**config.mk**
```make
export PLATFORM = sky130hd
export DESIGN_NAME = gtfmac_vnc_lat_mon_mc
export DESIGN_NICKNAME = d
export VERILOG_FILES = /design/src/rtl/gtfmac_vnc_lat_pkg.sv /design/src/rtl/gtfmac_vnc_lat_pend_fifo.sv /design/src/rtl/gtfmac_vnc_lat_mon_mc.sv
export SDC_FILE = /design/constraint.sdc
export NUM_CORES = 2
export LEC_CHECK = 0
export BUFFER_PORTS_ARGS = -buffer_cell sky130_fd_sc_hd__buf_2
export CORE_MARGIN = 2
export CORE_UTILIZATION = 50
export CTS_BUF_LIST = sky130_fd_sc_hd__clkbuf_8
export DETAILED_ROUTE_END_ITERATION = 6
export PLACE_DENSITY = 0.66
export SYNTH_ARGS = -nofsm -noshare
export SYNTH_HDL_FRONTEND = slang
export SYNTH_SLANG_ARGS = --single-unit
```
**constraint.sdc**
```tcl
create_clock -name lat_clk -period 13.6 [get_ports lat_clk]
set_clock_uncertainty 0.1 [all_clocks]
set_input_delay 4.08 -clock lat_clk [delete_from_list [all_inputs] [get_ports lat_clk]]
set_output_delay 4.08 -clock lat_clk [all_outputs]
set_load 0.02 [all_outputs]
```
**src/rtl/gtfmac_vnc_lat_pkg.sv**
```systemverilog
// Shared defaults and helpers for the multi-channel latency monitor.
// Holds the default widths/depths, the per-channel statistics record,
// and the saturating arithmetic used by the statistics pipeline.
package gtfmac_vnc_lat_pkg;

    localparam int LAT_TIMER_W = 16;
    localparam int LAT_NUM_CH  = 4;
    localparam int LAT_CH_W    = 2;
    localparam int LAT_PEND_D  = 16;
    localparam int LAT_PEND_AW = 4;
    localparam int LAT_ACCU_W  = 32;
    localparam int LAT_CNT_W   = 32;
    localparam int LAT_EVT_W   = 16;

    // Per-channel statistics record at the default widths.
    typedef struct packed {
        logic [LAT_CNT_W-1:0]   idx;
        logic [LAT_ACCU_W-1:0]  accu;
        logic [LAT_TIMER_W-1:0] max;
        logic [LAT_TIMER_W-1:0] min;
        logic [LAT_EVT_W-1:0]   ovf;
        logic [LAT_EVT_W-1:0]   orphan;
    } lat_stats_t;

    // Event counters stick at all-ones instead of wrapping.
    function automatic logic [LAT_EVT_W-1:0] sat_inc16(input logic [LAT_EVT_W-1:0] v);
        return (v == '1) ? v : v + LAT_EVT_W'(1);
    endfunction

    // Saturating accumulate of a delta into a default-width accumulator.
    function automatic logic [LAT_ACCU_W-1:0] sat_add_accu(input logic [LAT_ACCU_W-1:0] a,
                                                           input logic [LAT_TIMER_W-1:0] d);
        logic [LAT_ACCU_W:0] s;
        s = {1'b0, a} + {{(LAT_ACCU_W - LAT_TIMER_W + 1){1'b0}}, d};
        return s[LAT_ACCU_W] ? '1 : s[LAT_ACCU_W-1:0];
    endfunction

endpackage

```
**src/rtl/gtfmac_vnc_lat_pend_fifo.sv**
```systemverilog
// Pending-timestamp FIFO, one per monitored channel.
// Ports:
//   clk, rst_n   clock and asynchronous active-low reset
//   flush        synchronous empty (pointers and level to zero)
//   push, din    write request and timestamp
//   pop          read request; ignored when empty
//   head         oldest stored timestamp
//   level        occupancy 0..DEPTH
//   full, empty  occupancy flags
// A push while full is accepted only when a pop retires the head in the
// same cycle, so a saturated queue keeps streaming without losing stamps.
module gtfmac_vnc_lat_pend_fifo
    import gtfmac_vnc_lat_pkg::*;
#(
    parameter int WIDTH = LAT_TIMER_W,
    parameter int DEPTH = LAT_PEND_D,
    parameter int AW    = LAT_PEND_AW
) (
    input  logic             clk,
    input  logic             rst_n,
    input  logic             flush,
    input  logic             push,
    input  logic             pop,
    input  logic [WIDTH-1:0] din,
    output logic [WIDTH-1:0] head,
    output logic [AW:0]      level,
    output logic             full,
    output logic             empty
);

    logic [DEPTH-1:0][WIDTH-1:0] mem_q, mem_d;
    logic [AW-1:0]               wr_ptr_q, wr_ptr_d;
    logic [AW-1:0]               rd_ptr_q, rd_ptr_d;
    logic [AW:0]                 level_q, level_d;
    logic                        do_push, do_pop;

    assign empty   = (level_q == '0);
    assign full    = (level_q == (AW+1)'(DEPTH));
    assign do_pop  = pop & ~empty;
    assign do_push = push & (~full | do_pop);
    assign head    = mem_q[rd_ptr_q];
    assign level   = level_q;

    always_comb begin
        mem_d    = mem_q;
        wr_ptr_d = wr_ptr_q;
        rd_ptr_d = rd_ptr_q;
        level_d  = level_q;
        if (flush) begin
            wr_ptr_d = '0;
            rd_ptr_d = '0;
            level_d  = '0;
        end else begin
            if (do_push) begin
                mem_d[wr_ptr_q] = din;
                wr_ptr_d        = wr_ptr_q + AW'(1);
            end
            if (do_pop) begin
                rd_ptr_d = rd_ptr_q + AW'(1);
            end
            case ({do_push, do_pop})
                2'b10:   level_d = level_q + (AW+1)'(1);
                2'b01:   level_d = level_q - (AW+1)'(1);
                default: level_d = level_q;
            endcase
        end
    end

    always_ff @(posedge clk or negedge rst_n) begin
        if (!rst_n) begin
            mem_q    <= '0;
            wr_ptr_q <= '0;
            rd_ptr_q <= '0;
            level_q  <= '0;
        end else begin
            mem_q    <= mem_d;
            wr_ptr_q <= wr_ptr_d;
            rd_ptr_q <= rd_ptr_d;
            level_q  <= level_d;
        end
    end

endmodule

```
**src/rtl/gtfmac_vnc_lat_mon_mc.sv**
```systemverilog
// Multi-channel latency monitor.
// Pairs per-channel send/receive pulses against a free-running timer,
// queueing outstanding send stamps per channel so pipelined traffic is
// matched in order, and keeps per-channel delta statistics.
// Ports:
//   lat_clk, lat_rstn    clock, asynchronous active-low reset
//   go, clear            capture enable level, single-cycle clear
//   lat_pkt_cnt          samples per channel before done (0 = never)
//   adj_factor           constant subtracted from every delta
//   sent_evt, rcvd_evt   per-channel event pulses
//   rd_ch                channel select for stat_* (registered)
//   delta_valid/time     per-channel delta strobe and latest delta
//   stat_*               selected channel statistics and queue level
//   done, all_done       per-channel sample target reached, AND of done
// Pipeline: event at edge N -> delta_valid/delta_time after N,
// statistics and done after N+1, stat_* mux after N+2.
module gtfmac_vnc_lat_mon_mc
    import gtfmac_vnc_lat_pkg::*;
#(
    parameter int TIMER_WIDTH = LAT_TIMER_W,
    parameter int NUM_CH      = LAT_NUM_CH,
    parameter int CH_W        = LAT_CH_W,
    parameter int PEND_DEPTH  = LAT_PEND_D,
    parameter int PEND_AW     = LAT_PEND_AW,
    parameter int ACCU_WIDTH  = LAT_ACCU_W,
    parameter int CNT_WIDTH   = LAT_CNT_W
) (
    input  logic                          lat_clk,
    input  logic                          lat_rstn,
    input  logic                          go,
    input  logic                          clear,
    input  logic [CNT_WIDTH-1:0]          lat_pkt_cnt,
    input  logic [TIMER_WIDTH-1:0]        adj_factor,
    input  logic [NUM_CH-1:0]             sent_evt,
    input  logic [NUM_CH-1:0]             rcvd_evt,
    input  logic [CH_W-1:0]               rd_ch,
    output logic [NUM_CH-1:0]             delta_valid,
    output logic [NUM_CH*TIMER_WIDTH-1:0] delta_time,
    output logic [CNT_WIDTH-1:0]          stat_idx,
    output logic [ACCU_WIDTH-1:0]         stat_accu,
    output logic [TIMER_WIDTH-1:0]        stat_max,
    output logic [TIMER_WIDTH-1:0]        stat_min,
    output logic [15:0]                   stat_ovf,
    output logic [15:0]                   stat_orphan,
    output logic [PEND_AW:0]              stat_level,
    output logic [NUM_CH-1:0]             done,
    output logic                          all_done
);

    logic [TIMER_WIDTH-1:0] timer_q, timer_d;
    // Holds off capture for one edge after reset release.
    logic                   arm_q, arm_d;

    logic [NUM_CH-1:0]                  en, push, pop, ovf_inc, orph_inc;
    logic [NUM_CH-1:0][TIMER_WIDTH-1:0] fifo_head;
    logic [NUM_CH-1:0][PEND_AW:0]       fifo_level;
    logic [NUM_CH-1:0]                  fifo_full, fifo_empty;

    logic [NUM_CH-1:0]                  delta_valid_q, delta_valid_d;
    logic [NUM_CH-1:0][TIMER_WIDTH-1:0] delta_time_q, delta_time_d;

    logic [NUM_CH-1:0][CNT_WIDTH-1:0]   idx_q, idx_d;
    logic [NUM_CH-1:0][ACCU_WIDTH-1:0]  accu_q, accu_d;
    logic [NUM_CH-1:0][ACCU_WIDTH:0]    accu_sum;
    logic [NUM_CH-1:0][TIMER_WIDTH-1:0] max_q, max_d, min_q, min_d;
    logic [NUM_CH-1:0][15:0]            ovf_q, ovf_d, orphan_q, orphan_d;
    logic [NUM_CH-1:0]                  done_q, done_d;

    logic [CNT_WIDTH-1:0]   stat_idx_q, stat_idx_d;
    logic [ACCU_WIDTH-1:0]  stat_accu_q, stat_accu_d;
    logic [TIMER_WIDTH-1:0] stat_max_q, stat_max_d, stat_min_q, stat_min_d;
    logic [15:0]            stat_ovf_q, stat_ovf_d, stat_orphan_q, stat_orphan_d;
    logic [PEND_AW:0]       stat_level_q, stat_level_d;

    always_comb begin
        timer_d = timer_q + TIMER_WIDTH'(1);
        arm_d   = 1'b1;
    end

    // Capture gating; clear suppresses every same-cycle event.
    always_comb begin
        for (int c = 0; c < NUM_CH; c++) begin
            en[c]   = go & ~done_q[c] & ~clear & arm_q;
            push[c] = en[c] & sent_evt[c];
            pop[c]  = en[c] & rcvd_evt[c];
        end
    end

    for (genvar g = 0; g < NUM_CH; g++) begin : g_ch
        gtfmac_vnc_lat_pend_fifo #(
            .WIDTH (TIMER_WIDTH),
            .DEPTH (PEND_DEPTH),
            .AW    (PEND_AW)
        ) u_fifo (
            .clk   (lat_clk),
            .rst_n (lat_rstn),
            .flush (clear),
            .push  (push[g]),
            .pop   (pop[g]),
            .din   (timer_q),
            .head  (fifo_head[g]),
            .level (fifo_level[g]),
            .full  (fifo_full[g]),
            .empty (fifo_empty[g])
        );
    end

    // A receive only matches a stamp already queued, so an empty queue makes
    // it an orphan even if a send lands in the same cycle. Modular
    // subtraction absorbs timer wrap.
    always_comb begin
        for (int c = 0; c < NUM_CH; c++) begin
            ovf_inc[c]       = push[c] & fifo_full[c] & ~pop[c];
            orph_inc[c]      = pop[c] & fifo_empty[c];
            delta_valid_d[c] = pop[c] & ~fifo_empty[c];
            delta_time_d[c]  = delta_valid_d[c] ? (timer_q - fifo_head[c] - adj_factor)
                                                : delta_time_q[c];
        end
    end

    always_comb begin
        for (int c = 0; c < NUM_CH; c++) begin
            accu_sum[c] = {1'b0, accu_q[c]}
                        + {{(ACCU_WIDTH - TIMER_WIDTH + 1){1'b0}}, delta_time_q[c]};
            idx_d[c]    = idx_q[c];
            accu_d[c]   = accu_q[c];
            max_d[c]    = max_q[c];
            min_d[c]    = min_q[c];
            ovf_d[c]    = ovf_q[c];
            orphan_d[c] = orphan_q[c];
            done_d[c]   = done_q[c];
            if (clear) begin
                idx_d[c]    = '0;
                accu_d[c]   = '0;
                max_d[c]    = '0;
                min_d[c]    = '1;
                ovf_d[c]    = '0;
                orphan_d[c] = '0;
                done_d[c]   = 1'b0;
            end else begin
                if (ovf_inc[c])  ovf_d[c]    = sat_inc16(ovf_q[c]);
                if (orph_inc[c]) orphan_d[c] = sat_inc16(orphan_q[c]);
                if (delta_valid_q[c] && !done_q[c]) begin
                    idx_d[c]  = (idx_q[c] == '1) ? idx_q[c] : idx_q[c] + CNT_WIDTH'(1);
                    accu_d[c] = accu_sum[c][ACCU_WIDTH] ? '1 : accu_sum[c][ACCU_WIDTH-1:0];
                    if (delta_time_q[c] > max_q[c]) max_d[c] = delta_time_q[c];
                    if (delta_time_q[c] < min_q[c]) min_d[c] = delta_time_q[c];
                end
                if ((lat_pkt_cnt != '0) && (idx_d[c] == lat_pkt_cnt)) done_d[c] = 1'b1;
            end
        end
    end

    // Unselected encodings (rd_ch >= NUM_CH) read back as zeros.
    always_comb begin
        stat_idx_d    = '0;
        stat_accu_d   = '0;
        stat_max_d    = '0;
        stat_min_d    = '0;
        stat_ovf_d    = '0;
        stat_orphan_d = '0;
        stat_level_d  = '0;
        for (int c = 0; c < NUM_CH; c++) begin
            if (rd_ch == CH_W'(c)) begin
                stat_idx_d    = idx_q[c];
                stat_accu_d   = accu_q[c];
                stat_max_d    = max_q[c];
                stat_min_d    = min_q[c];
                stat_ovf_d    = ovf_q[c];
                stat_orphan_d = orphan_q[c];
                stat_level_d  = fifo_level[c];
            end
        end
    end

    always_ff @(posedge lat_clk or negedge lat_rstn) begin
        if (!lat_rstn) begin
            timer_q       <= '0;
            arm_q         <= 1'b0;
            delta_valid_q <= '0;
            delta_time_q  <= '0;
            idx_q         <= '0;
            accu_q        <= '0;
            max_q         <= '0;
            min_q         <= '1;
            ovf_q         <= '0;
            orphan_q      <= '0;
            done_q        <= '0;
            stat_idx_q    <= '0;
            stat_accu_q   <= '0;
            stat_max_q    <= '0;
            stat_min_q    <= '1;
            stat_ovf_q    <= '0;
            stat_orphan_q <= '0;
            stat_level_q  <= '0;
        end else begin
            timer_q       <= timer_d;
            arm_q         <= arm_d;
            delta_valid_q <= delta_valid_d;
            delta_time_q  <= delta_time_d;
            idx_q         <= idx_d;
            accu_q        <= accu_d;
            max_q         <= max_d;
            min_q         <= min_d;
            ovf_q         <= ovf_d;
            orphan_q      <= orphan_d;
            done_q        <= done_d;
            stat_idx_q    <= stat_idx_d;
            stat_accu_q   <= stat_accu_d;
            stat_max_q    <= stat_max_d;
            stat_min_q    <= stat_min_d;
            stat_ovf_q    <= stat_ovf_d;
            stat_orphan_q <= stat_orphan_d;
            stat_level_q  <= stat_level_d;
        end
    end

    assign delta_valid = delta_valid_q;
    assign delta_time  = delta_time_q;
    assign stat_idx    = stat_idx_q;
    assign stat_accu   = stat_accu_q;
    assign stat_max    = stat_max_q;
    assign stat_min    = stat_min_q;
    assign stat_ovf    = stat_ovf_q;
    assign stat_orphan = stat_orphan_q;
    assign stat_level  = stat_level_q;
    assign done        = done_q;
    assign all_done    = &done_q;

endmodule

```
==> run_results.csv <==
group,metric,value,unit
outcome,status,"finished, final reports clean",
cts,cts_tree,"done",
global_routing,antenna_found_initial,23,
synth,ys_types,107,
worst_setup_path,cp_max_fo,4,
synth,syn_nets,8758,
detailed_routing,wl_per_cell,26.37,um
worst_setup_path,max_stage_delay,0.68,ns
timing,fmax,137.4,MHz
cts,clock_path_buffers,4,
worst_setup_path,critPathLaunchType,"input port",
global_routing,gr-total-overflow,0,
timing,relSlewSlack,17.42,%
cts,cts_hold_buf,0,
die,dieArea,197600,sq um
cts,clk_pin_slew,0.06,ns
timing,fin_setup_tns,0,ns
cts,post-cts-setup-buffers,0,
worst_setup_path,reg2regPathDepth,17,
worst_setup_path,crit_buf_inv,3,
global_routing,grt_pass1_vias,69310,
timing,tightest_slew,1.227,ns
cells_and_area,finalNetCount,8934,
power_and_ir_drop,power_density,126.3,nW/um^2
die,dieHeight,444.6,um
die,io_pins,268,
hold_path,min_to,"g_ch[2].u_fifo.mem_q[114]$_DFFE_PN0P_",
worst_setup_path,r2r-end,"delta_time[44]$_DFFE_PN0P_",
synth,ys_warn_count,0,
synth,syn_area,97050,sq um
worst_setup_path,crit_slowest_cell,"o41ai_1",
detailed_routing,viasPerCell,6.176,
worst_setup_path,end_kind,"register",
cts,cts.sinks,1810,
detailed_routing,drc_errors,0,
synth,synth_ff_type,"dfrtp_1",
synth,synth_area_per_cell,11.66,sq um
placed_design,dp_hpwl,205000,um
cells_and_area,mostFrequentLayoutCells,"dfrtp_1 (1710), mux2_2 (836), nor2_1 (655)",
timing,fin_crit,7.279,ns
cts,root_buffer,"clkbuf_8",
die,fp.dieW,444.6,um
placed_design,port-buffer-count,267,
cells_and_area,mostFrequentLayoutCell,"dfrtp_1",
cts,htreeDepth,5,
die,rows,161,
detailed_routing,num_vias,69580,
worst_setup_path,critPathTopFamily,"compound AO/OA/AOI/OAI gates",
synth,synth_edf_count,0,
global_routing,grt_start_max_net_pins,202,
synth,syn-instance-count,8327,
global_routing,grtUsageTotal,30.06,%
die,core,192800,sq um
cells_and_area,nFillCells,16210,
cts,cts_resized,0,
cts,clock_latency,1.08,ns
placed_design,place.gp.congestion,0.9829,
hold_path,hp-class,"register to register",
timing,rsz0062_at_grt,"no",
die,start_util,50.34,%
power_and_ir_drop,vdd_ir_drop_max,109.6,uV
detailed_routing,drt_iter0_markers,6296,
cells_and_area,synthToLayoutAreaGrowth,10.30,%
worst_setup_path,crit_path_cell_trace,"buf_2 > inv_1 > fa_1 > inv_1 > ha_1 > or2_2 > fa_1 > a21o_1 > a21o_1 > a21oi_1 > nor2b_1 > o41ai_1 > o21ai_0 > o22ai_1 > xor2_1 > o21ai_0",
power_and_ir_drop,power,13.52,mW
detailed_routing,drt-total-wl,297000,um
run,maxCapViolCount,0,
timing,hold_violations,0,
synth,ys_ff_latch,1810,
synth,synth-seq-area-share,46.77,%
cts,cts_buffers,332,
hold_path,hold_depth,2,
cells_and_area,drive_gt1_share,26.77,%
timing,timing.final.crit_share,53.52,%
synth,synthArstFlopShare,100.0,%
detailed_routing,dr.pass1.iters,6,
worst_setup_path,r2r_start,"g_ch[2].u_fifo.rd_ptr_q[0]$_DFFE_PN0P_",
worst_setup_path,cp.required,14.41,ns
worst_setup_path,crit_type,"input port to register",
worst_setup_path,r2r_setup_slack,6.91,ns
worst_setup_path,cp.arrival,8.09,ns
timing,finalMaxSlewViolations,0,
timing,setup_viol,0,
global_routing,grt_pass1_wl,447200,um
power_and_ir_drop,p_leak,49.18,nW
hold_path,min_from,"g_ch[2].u_fifo.mem_q[114]$_DFFE_PN0P_",
detailed_routing,drtAntennaViolNets,0,
kinds of logic (layout without fill, tap and decap cells):
kind of cell               Yosys count  in the layout  share of synthesized area, %
and+or+nand+nor                   2192           2192                         10.81
xor gates and xnor gates           471            471                         4.294
DFF                               1810           1810                         46.77
other                                1             14                      0.003864
AOI/OAI and AO/OA                 1182           1182                         7.903
muxes                             1382           1382                         21.18
buffers and inverters              919           1318                         3.746
adders and majority gates          370            370                         5.293
how the worst max path moves through the flow:
| stage | from | end | slack [ns] | depth (start not counted) |
|---|---|---|---|---|
| 4_1_cts | adj_factor[0] | delta_time[44]$_DFFE_PN0P_ | 6.49 | 16 |
| 3_5_place_dp | adj_factor[0] | delta_time[44]$_DFFE_PN0P_ | 5.32 | 16 |
| 5_1_grt | adj_factor[0] | delta_time[44]$_DFFE_PN0P_ | 6.14 | 16 |
| 3_3_place_gp | adj_factor[0] | delta_time[44]$_DFFE_PN0P_ | 5.32 | 16 |
| 2_1_floorplan | adj_factor[0] | delta_time[44]$_DFFE_PN0P_ | 6.01 | 15 |
| 6_report | adj_factor[0] | delta_time[44]$_DFFE_PN0P_ | 6.32 | 16 |
registers in the layout, indices dropped and copies added, names as in the netlist:
signal and count:
g_ch.u_fifo.mem_q 1024, accu_q 128, idx_q 128, delta_time 64, max_q 64, min_q 64, orphan_q 64, ovf_q 64
stat_accu 32, stat_idx 32, g_ch.u_fifo.level 20, g_ch.u_fifo.rd_ptr_q 16, g_ch.u_fifo.wr_ptr_q 16, stat_max 16, stat_min 16, stat_orphan 16
stat_ovf 16, timer_q 16, stat_level 5, delta_valid 4, done 4, arm_q 1
metrics by stage:
step                      utilization (%)  worst slack, ns  hold slack (ns)  area [sq um]  instances
after global routing                55.52            6.135           0.3988        107000      11260
after CTS                           55.51            6.489           0.3785        107000      11250
after global placement              52.19            5.320           0.3555        100600      10700
final                               55.53            6.321           0.3723        107000      11270
after detailed placement            52.19            5.315           0.3653        100600      10700
after floorplan                         -            6.011           0.3446         97050       8327
power breakdown:
| part | internal (mW) | switching [mW] |
|---|---|---|
| registers | 5.55 | 0.418 |
| logic | 0.841 | 1.62 |
| clock network | 2.79 | 2.31 |
| total | 9.18 | 4.34 |
routing by layer:
metal / track usage (%) / vias to the layer above / wire length (um) / share of wire (%)
li1: - / 30380 / - / -
met1: 41.49 / 35690 / 124000 / 42
met2: 45.62 / 2877 / 133600 / 45
met3: 7.175 / 617 / 26460 / 8.9
met4: 12.82 / 8 / 12880 / 4.3
met5: 0 / - / 55 / 0.019
layout make-up:
cell class / instances / area (sq um) / share of cell area [%]
Clock inverter: 143 / 700.7 / 0.6545
Timing Repair Buffer: 425 / 2650 / 2.476
Sequential cell: 1810 / 45430 / 42.44
Inverter: 336 / 1261 / 1.178
Clock buffer: 414 / 5698 / 5.323
Antenna cell: 13 / 32.53 / 0.03039
Multi-Input combinational cell: 5598 / 48120 / 44.95
Tap cell: 2526 / 3161 / 2.952
worst register-to-register path, stage by stage, from the launching register on:
cell	delay (ns)
dfrtp_4	0.72
buf_4	0.84
mux4_2	0.65
mux4_2	0.53
inv_1	0.19
fa_1	0.47
ha_1	0.22
or2_2	0.30
fa_1	0.46
a21o_1	0.17
a21o_1	0.19
a21oi_1	0.15
nor2b_1	0.07
o41ai_1	0.68
o21ai_0	0.27
o22ai_1	0.21
xor2_1	0.20
o21ai_0	0.10
cells in the mapped netlist, types with 10 or more instances:
library cell / number / area [sq um]
inv_1: 334 / 1254
ha_1: 301 / 3766
nand4_1: 115 / 719.4
a41oi_1: 16 / 140.1
and2_1: 39 / 244.0
nand3_1: 184 / 920.9
a21o_1: 84 / 630.6
o211ai_1: 15 / 112.6
or2_2: 18 / 112.6
a211o_1: 74 / 648.1
nor4_1: 59 / 369.1
nor2_1: 655 / 2459
xnor2_1: 248 / 2172
a32oi_1: 10 / 87.58
or4_1: 11 / 82.58
mux2_2: 836 / 9414
clkbuf_1: 487 / 1828
dfstp_2: 80 / 2102
xor2_1: 220 / 1927
clkbuf_8: 13 / 178.9
o21ai_0: 388 / 1942
nor2b_1: 55 / 344.1
and4_1: 27 / 236.5
or3_1: 78 / 488.0
a311oi_1: 58 / 508.0
a21oi_1: 219 / 1096
nand2_1: 585 / 2196
buf_1: 65 / 244.0
mux4_2: 452 / 10180
a2111oi_0: 10 / 87.58
dfrtp_1: 1730 / 43290
nor3_1: 159 / 795.8
and3_1: 72 / 450.4
a31oi_1: 47 / 294.0
mux2i_1: 92 / 920.9
o22ai_1: 24 / 150.1
o21a_1: 35 / 262.8
fa_1: 68 / 1361
nand2b_1: 72 / 450.4
o21bai_1: 23 / 172.7
nor3b_1: 11 / 82.58
a211oi_1: 49 / 367.9
o31ai_1: 27 / 202.7
Note: power is estimated with default switching activity, not from simulation.
